## src/rtl/spi_mem_ctrl_if.sv

```systemverilog
// Request/data handshake between the CPU control unit and the SPI memory controller.
interface spi_mem_ctrl_if #(
  parameter int ADDR_W = 16,
  parameter int LEN_W  = 3
);
  logic              req_valid;
  logic              req_ready;
  logic              req_write;
  logic [1:0]        req_cs;
  logic [ADDR_W-1:0] req_addr;
  logic [LEN_W-1:0]  req_len;
  logic [7:0]        wr_data;
  logic              wr_ready;
  logic [7:0]        rd_data;
  logic              rd_valid;
  logic              done;
  logic              err;

  modport master (
    output req_valid, req_write, req_cs, req_addr, req_len, wr_data,
    input  req_ready, wr_ready, rd_data, rd_valid, done, err
  );

  modport slave (
    input  req_valid, req_write, req_cs, req_addr, req_len, wr_data,
    output req_ready, wr_ready, rd_data, rd_valid, done, err
  );
endinterface

```

## src/rtl/spi_mem_ctrl.sv

```systemverilog
// Mode-0 SPI master for 23LC1024-style memories: READ/WRITE bursts, N chip
// selects and a programmable SCLK half-period; one transaction at a time.
module spi_mem_ctrl #(
  parameter int ADDR_W = 16,
  parameter int NUM_CS = 2,
  parameter int DIV    = 1,
  parameter int LEN_W  = 3
) (
  input  logic              clk,
  input  logic              rst_n,
  spi_mem_ctrl_if.slave     bus,
  output logic              sclk,
  output logic              mosi,
  input  logic              miso,
  output logic [NUM_CS-1:0] cs_n
);
  localparam int          TX_W      = 8 + ADDR_W;
  localparam int          DIV_W     = (DIV > 1) ? $clog2(DIV) : 1;
  localparam logic [7:0]  CMD_READ  = 8'h03;
  localparam logic [7:0]  CMD_WRITE = 8'h02;

  if (ADDR_W != 16 && ADDR_W != 24) begin : g_bad_addr_w
    $error("spi_mem_ctrl: ADDR_W must be 16 or 24");
  end
  if (NUM_CS < 1 || NUM_CS > 4) begin : g_bad_num_cs
    $error("spi_mem_ctrl: NUM_CS must be 1..4");
  end
  if (DIV < 1) begin : g_bad_div
    $error("spi_mem_ctrl: DIV must be >= 1");
  end

  typedef enum logic [2:0] {S_IDLE, S_CMD, S_ADDR, S_DATA, S_HOLD} state_t;

  state_t            r_state;
  logic              r_write;
  logic              r_cs_ok;
  logic [LEN_W-1:0]  r_len;
  logic [LEN_W-1:0]  r_byte_cnt;
  logic [4:0]        r_bit_cnt;
  logic [DIV_W-1:0]  r_div_cnt;
  logic              r_phase;
  logic [TX_W-1:0]   r_tx;
  logic [6:0]        r_rx;
  logic              r_sclk;
  logic [NUM_CS-1:0] r_cs_n;
  logic              r_req_ready;
  logic              r_wr_ready;
  logic [7:0]        r_rd_data;
  logic              r_rd_valid;
  logic              r_done;
  logic              r_err;

  logic              w_accept;
  logic              w_shifting;
  logic              w_div_end;
  logic              w_bit_end;
  logic              w_sample;
  logic              w_field_end;
  logic [NUM_CS-1:0] w_cs_n_sel;

  assign w_accept   = (r_state == S_IDLE) && r_req_ready && bus.req_valid;
  assign w_shifting = (r_state == S_CMD) || (r_state == S_ADDR) || (r_state == S_DATA);
  assign w_div_end  = (r_div_cnt == DIV_W'(DIV - 1));
  assign w_bit_end  = w_shifting && r_phase && w_div_end;
  assign w_sample   = w_shifting && r_phase && (r_div_cnt == '0);

  // NOTE: every always_comb output gets a default first so no latch is inferred.
  always_comb begin
    w_field_end = 1'b0;
    case (r_state)
      S_CMD, S_DATA: w_field_end = (r_bit_cnt == 5'd7);
      S_ADDR:        w_field_end = (r_bit_cnt == 5'(ADDR_W - 1));
      default:       w_field_end = 1'b0;
    endcase
  end

  // An out-of-range index matches no bit, so nothing gets selected.
  always_comb begin
    w_cs_n_sel = '1;
    for (int i = 0; i < NUM_CS; i++) begin
      if (bus.req_cs == 2'(i)) w_cs_n_sel[i] = 1'b0;
    end
  end

  // NOTE: sequential state uses non-blocking assignments only, so every flop
  // sees the pre-edge value of every other flop.
  always_ff @(posedge clk or negedge rst_n) begin
    if (!rst_n) begin
      r_state     <= S_IDLE;
      r_write     <= 1'b0;
      r_cs_ok     <= 1'b0;
      r_len       <= '0;
      r_byte_cnt  <= '0;
      r_bit_cnt   <= '0;
      r_div_cnt   <= '0;
      r_phase     <= 1'b0;
      r_tx        <= '0;
      r_rx        <= '0;
      r_sclk      <= 1'b0;
      r_cs_n      <= '1;
      r_req_ready <= 1'b1;
      r_wr_ready  <= 1'b0;
      r_rd_data   <= 8'h00;
      r_rd_valid  <= 1'b0;
      r_done      <= 1'b0;
      r_err       <= 1'b0;
    end else begin
      r_wr_ready <= 1'b0;
      r_rd_valid <= 1'b0;
      r_done     <= 1'b0;
      r_err      <= 1'b0;
      case (r_state)
        S_IDLE: begin
          r_req_ready <= 1'b1;
          if (w_accept) begin
            r_req_ready <= 1'b0;
            r_state     <= S_CMD;
            r_write     <= bus.req_write;
            r_len       <= bus.req_len;
            r_cs_ok     <= (int'(bus.req_cs) < NUM_CS);
            r_cs_n      <= w_cs_n_sel;
            r_tx        <= {(bus.req_write ? CMD_WRITE : CMD_READ), bus.req_addr};
            r_bit_cnt   <= '0;
            r_byte_cnt  <= '0;
            r_div_cnt   <= '0;
            r_phase     <= 1'b0;
            r_sclk      <= 1'b0;
          end
        end
        S_CMD, S_ADDR, S_DATA: begin
          r_div_cnt <= w_div_end ? '0 : r_div_cnt + 1'b1;
          if (w_div_end && !r_phase) begin
            r_phase <= 1'b1;
            r_sclk  <= 1'b1;
          end
          if (w_sample && (r_state == S_DATA) && !r_write) begin
            r_rx <= {r_rx[5:0], miso};
            if (r_bit_cnt == 5'd7) begin
              r_rd_data  <= {r_rx, miso};
              r_rd_valid <= 1'b1;
            end
          end
          // The byte MSB is already on mosi through the bypass; keep it there.
          if (r_wr_ready) r_tx <= {bus.wr_data, {ADDR_W{1'b0}}};
          if (w_bit_end) begin
            r_phase   <= 1'b0;
            r_sclk    <= 1'b0;
            r_tx      <= r_tx << 1;
            r_bit_cnt <= r_bit_cnt + 5'd1;
            if (w_field_end) begin
              r_bit_cnt <= '0;
              case (r_state)
                S_CMD:  r_state <= S_ADDR;
                S_ADDR: begin
                  r_state    <= S_DATA;
                  r_wr_ready <= r_write;
                end
                default: begin
                  if (r_byte_cnt == r_len) begin
                    r_state <= S_HOLD;
                  end else begin
                    r_byte_cnt <= r_byte_cnt + 1'b1;
                    r_wr_ready <= r_write;
                  end
                end
              endcase
            end
          end
        end
        S_HOLD: begin
          r_div_cnt <= r_div_cnt + 1'b1;
          if (w_div_end) begin
            r_div_cnt <= '0;
            r_state   <= S_IDLE;
            r_cs_n    <= '1;
            r_done    <= 1'b1;
            r_err     <= !r_cs_ok;
          end
        end
        default: r_state <= S_IDLE;
      endcase
    end
  end

  // wr_data is only valid during the wr_ready cycle, which is also the first
  // low cycle of the byte, so its MSB is bypassed straight onto mosi.
  assign mosi          = r_wr_ready ? bus.wr_data[7] : r_tx[TX_W-1];
  assign sclk          = r_sclk;
  assign cs_n          = r_cs_n;
  assign bus.req_ready = r_req_ready;
  assign bus.wr_ready  = r_wr_ready;
  assign bus.rd_data   = r_rd_data;
  assign bus.rd_valid  = r_rd_valid;
  assign bus.done      = r_done;
  assign bus.err       = r_err;
endmodule
```

## src/flat_wrapper.sv

```systemverilog
// flat-port wrapper written by rule: the top's interface ports become plain ports
module spi_mem_ctrl_flat 
#(
  parameter int ADDR_W = 16,
  parameter int NUM_CS = 2,
  parameter int DIV    = 1,
  parameter int LEN_W  = 3
)
  (clk, rst_n, sclk, mosi, miso, cs_n, bus_req_valid, bus_req_write, bus_req_cs, bus_req_addr, bus_req_len, bus_wr_data, bus_req_ready, bus_wr_ready, bus_rd_data, bus_rd_valid, bus_done, bus_err);
  spi_mem_ctrl_if #(.ADDR_W(ADDR_W), .LEN_W(LEN_W)) bus_i ();
  input  logic clk;
  input  logic rst_n;
  output logic sclk;
  output logic mosi;
  input  logic miso;
  output logic [NUM_CS-1:0] cs_n;
  input wire logic [$bits(bus_i.req_valid)-1:0] bus_req_valid;
  input wire logic [$bits(bus_i.req_write)-1:0] bus_req_write;
  input wire logic [$bits(bus_i.req_cs)-1:0] bus_req_cs;
  input wire logic [$bits(bus_i.req_addr)-1:0] bus_req_addr;
  input wire logic [$bits(bus_i.req_len)-1:0] bus_req_len;
  input wire logic [$bits(bus_i.wr_data)-1:0] bus_wr_data;
  output wire logic [$bits(bus_i.req_ready)-1:0] bus_req_ready;
  output wire logic [$bits(bus_i.wr_ready)-1:0] bus_wr_ready;
  output wire logic [$bits(bus_i.rd_data)-1:0] bus_rd_data;
  output wire logic [$bits(bus_i.rd_valid)-1:0] bus_rd_valid;
  output wire logic [$bits(bus_i.done)-1:0] bus_done;
  output wire logic [$bits(bus_i.err)-1:0] bus_err;
  assign bus_i.req_valid = bus_req_valid;
  assign bus_i.req_write = bus_req_write;
  assign bus_i.req_cs = bus_req_cs;
  assign bus_i.req_addr = bus_req_addr;
  assign bus_i.req_len = bus_req_len;
  assign bus_i.wr_data = bus_wr_data;
  assign bus_req_ready = bus_i.req_ready;
  assign bus_wr_ready = bus_i.wr_ready;
  assign bus_rd_data = bus_i.rd_data;
  assign bus_rd_valid = bus_i.rd_valid;
  assign bus_done = bus_i.done;
  assign bus_err = bus_i.err;
  spi_mem_ctrl #(.ADDR_W(ADDR_W), .NUM_CS(NUM_CS), .DIV(DIV), .LEN_W(LEN_W)) u_core (.clk(clk), .rst_n(rst_n), .bus(bus_i), .sclk(sclk), .mosi(mosi), .miso(miso), .cs_n(cs_n));
endmodule
```

## config.mk

```make
export PLATFORM = sky130hd
export DESIGN_NAME = spi_mem_ctrl_flat
export DESIGN_NICKNAME = d
export VERILOG_FILES = /design/src/rtl/spi_mem_ctrl_if.sv /design/src/rtl/spi_mem_ctrl.sv /design/src/flat_wrapper.sv
export SDC_FILE = /design/constraint.sdc
export NUM_CORES = 1
export LEC_CHECK = 0
export ABC_AREA = 1
export CELL_PAD_IN_SITES_DETAIL_PLACEMENT = 1
export CELL_PAD_IN_SITES_GLOBAL_PLACEMENT = 1
export CORE_ASPECT_RATIO = 0.5
export CORE_UTILIZATION = 36
export DETAILED_ROUTE_END_ITERATION = 12
export GPL_TIMING_DRIVEN = 1
export PLACE_DENSITY = 0.79
export REMOVE_ABC_BUFFERS = 1
export SYNTH_ARGS = -nofsm -noshare
export SYNTH_HDL_FRONTEND = slang
export SYNTH_SLANG_ARGS = --single-unit
```

## constraint.sdc

```tcl
create_clock -name clk -period 1.4 [get_ports clk]
set_clock_uncertainty 0.05 [all_clocks]
set_input_delay 0.28 -clock clk [delete_from_list [all_inputs] [get_ports clk]]
set_output_delay 0.28 -clock clk [all_outputs]
set_load 0.005 [all_outputs]
```

==> impl_results.md <==
* Run status: finished, violations left
* Failing checks: negative setup slack
* Ant diodes at 0
* Critical Path AT at 1.94 ns
* Antenna violations before repair at 0
* I/O pin cnt at 51
* R2R Setup Slk at -0.34 ns
* Syn Std Cell Area at 3142 µm²
* Routability cong. at 0.7709
* Slowest cell on the critical path: dfrtp_1
* Most common cell after layout, fill and taps aside: nand2_1
* Htree depth at 3
* Core Box Area at 8230 µm²
* Startpoint Class: flop
* Total Wirelength at 14760 µm
* Max Cap Viol at 0
* Syn Inst Count at 368
* VDD IR max at 1031 µV
* Post-route setup slack at -0.3404 ns
* Final Power at 14.03 mW
* Post-synthesis async set-or-reset flop share at 100.0%
* Number of cells after detailed placement at 567
* Simple-gate share of the synthesized area at 22.94%
* Fin crit share at 124.3%
* Pwr dens at 2642 nW/µm²
* Yosys cell types at 29
* Hold WC Path Type: in2async
* Leakage at 2.512 nW
* CTS tree: yes
* # clock sinks at 63
* Clock transition at path regs at 0.06 ns
* Max FO, Critical Path at 7
* Synth Area in Adders at 1.195%
* Critical path class: reg2reg
* Area Overhead vs Synth at 69.06%
* Largest family of logic cells by synthesized area: simple AND/OR/NAND/NOR gates
* FILL cells at 884
* WHS at 0.3208 ns
* CP max stage delay at 0.44 ns
* DRT iter0 DRCs at 214
* Critical-path cell list: inv_2, nand2_4, nand3_4, o21ai_4, inv_6, buf_12, buf_16, o21ai_2
* DP Wirelength at 5860 µm
* CTS max path bufs at 2
* Global Route Usage Sum at 29.42%
* Post-synthesis mux area share at 0%
* Compound-gate portion of the synthesized area at 15.01%
* XOR/XNOR Fraction of Synth Area at 0.8363%
* Nets at 533
* Share of the yosys chip area belonging to registers at 50.30%
* Vias in the first global route at 3463
* Syn avg cell area at 8.537 µm²
* Total number of vias at 3260
* Final slew viol count at 0
* Initial Utilization at 38.17%
* Die Height at 68.06 µm
* Die area at 9127 µm²
* Vias per cell at 5.318
* Post-synth EDFFs at 0
* Synth warnings at 0
* Worst EP required at 1.60 ns
* Number of synthesized register bits at 63
* Hold Vio Cnt, Final at 0
* Post-route DRC at 0
* Max Fclk at 574.6 MHz
* PortBufs at 50
* WL/cell at 24.08 µm
* Die width at 134.1 µm
* Clock root buffer: clkbuf_16
* Fin util at 64.53%
* Routed Antenna Nets at 0
* First-pass GRT wire length at 19240 µm
* Slew @ Worst Pin at 0.3518 ns
* RSZ-0062 raised after global routing: true
* Layout cells sized above 1 at 45.91%
* Final setup viols at 61
* Final Non-Filler Cells at 613
* Largest net degree at the start of global routing at 23
* Clock latency on the worst-skew pair at 0.35 ns
* Grt ovf at 0
* Pre-CTS WS at -0.4044 ns
* Row count at 23
* Most frequent cells in the layout: nand2_1, dfrtp_1, buf_4
* CTS Buf Count at 9
* Top FF cell, synth: dfrtp_1
* Drt first pass iters at 5
* CP endpoint kind: flop
* Slew HR at 76.55%
* Fin crit period at 1.740 ns
-- synth_stat cells, types with 4 or more instances --
library cell | number | area (µm²)
a21oi_1 | 4 | 20.02
buf_6 | 8 | 90.09
dfrtp_1 | 60 | 1501
inv_1 | 48 | 180.2
inv_2 | 6 | 22.52
nand2_1 | 120 | 450.4
nand3_1 | 10 | 50.05
nand4_1 | 4 | 25.02
nor2_1 | 18 | 67.56
o21ai_0 | 29 | 145.1
o21ai_1 | 7 | 35.03
o21ai_2 | 28 | 245.2
-- routing by layer --
metal  track usage, %  share of wire, %  up-vias
met2            53.24                51      119
met3            8.370               5.0       51
met1            32.65                40     1662
met4            15.31               4.1        0
li1                 -                 -     1428
met5                0                 0        -
-- layout make-up --
class	count	area, µm²	share of cell area, %
multi-input cells	242	1682	31.66
flip-flops and latches	63	1582	29.78
repair buffers	126	1326	24.97
clock buffers	11	242.7	4.570
inverters	54	234.0	4.405
well taps	112	140.1	2.638
clock inverters	5	105.1	1.979
-- cells by family after synthesis --
| family | Yosys count |
|---|---|
| adders and majority gates | 3 |
| DFF | 63 |
| buffers and inverters | 64 |
| and+or+nand+nor | 163 |
| AOI/OAI and AO/OA | 72 |
| xor gates and xnor gates | 3 |
-- state kept, by name, summed over array words and instances (netlist names), 2 cells and up --
signal              flops
u_core.r_len            3
u_core.cs_n             2
u_core.r_state          3
u_core.bus.rd_data      8
u_core.r_byte_cnt       3
u_core.r_rx             7
u_core.r_bit_cnt        5
u_core.r_tx            24
-- power breakdown --
| group | leakage [nW] | internal, mW | switching, mW |
|---|---|---|---|
| logic | 1.54 | 3.69 | 4.67 |
| registers | 0.815 | 2.45 | 0.481 |
| clock network | 0.162 | 1.79 | 0.951 |
-- metrics by stage --
step	area (µm²)	setup TNS, ns
after floorplan	3039	-9.740
after global placement	4103	-11.78
after detailed placement	4103	-13.70
after CTS	4995	-4.296
after global routing	5311	-15.83
final	5311	-12.64
-- worst max-delay path: cells and delay by family (launching register included) --
kind                   cells  cell delay [ns]
AO/OA/AOI/OAI              2             0.40
flip-flops                 1             0.44
AND/OR/NAND/NOR            2             0.23
buffers and inverters      4             0.51
-- path summary, 6_finish.rpt --
path / cells after the start / startpoint / endpoint
setup reg to reg: 8 / u_core.r_state[0]$_DFFE_PN0P_ / u_core.r_tx[12]$_DFFE_PN0P_
setup / recovery: 8 / u_core.r_state[0]$_DFFE_PN0P_ / u_core.r_tx[12]$_DFFE_PN0P_
min in group clk: 1 / u_core.r_cs_ok$_DFFE_PN0P_ / u_core.bus.err$_DFF_PN0_
hold / removal: 2 / rst_n / u_core.r_len[2]$_DFFE_PN0P_
max in group asynchronous: 3 / rst_n / u_core.cs_n[0]$_DFFE_PN1P_
hold reg to reg: 1 / u_core.r_cs_ok$_DFFE_PN0P_ / u_core.bus.err$_DFF_PN0_
-- timing repair --
item	CTS	global route
cloned	6	1
setup endpoints to repair	75	64
hold endpoints to repair	5	0
resized for setup	133	70
setup buffers	14	9
hold buffers	1	0
pin swaps	28	19
(Power assumes the default switching activity.)
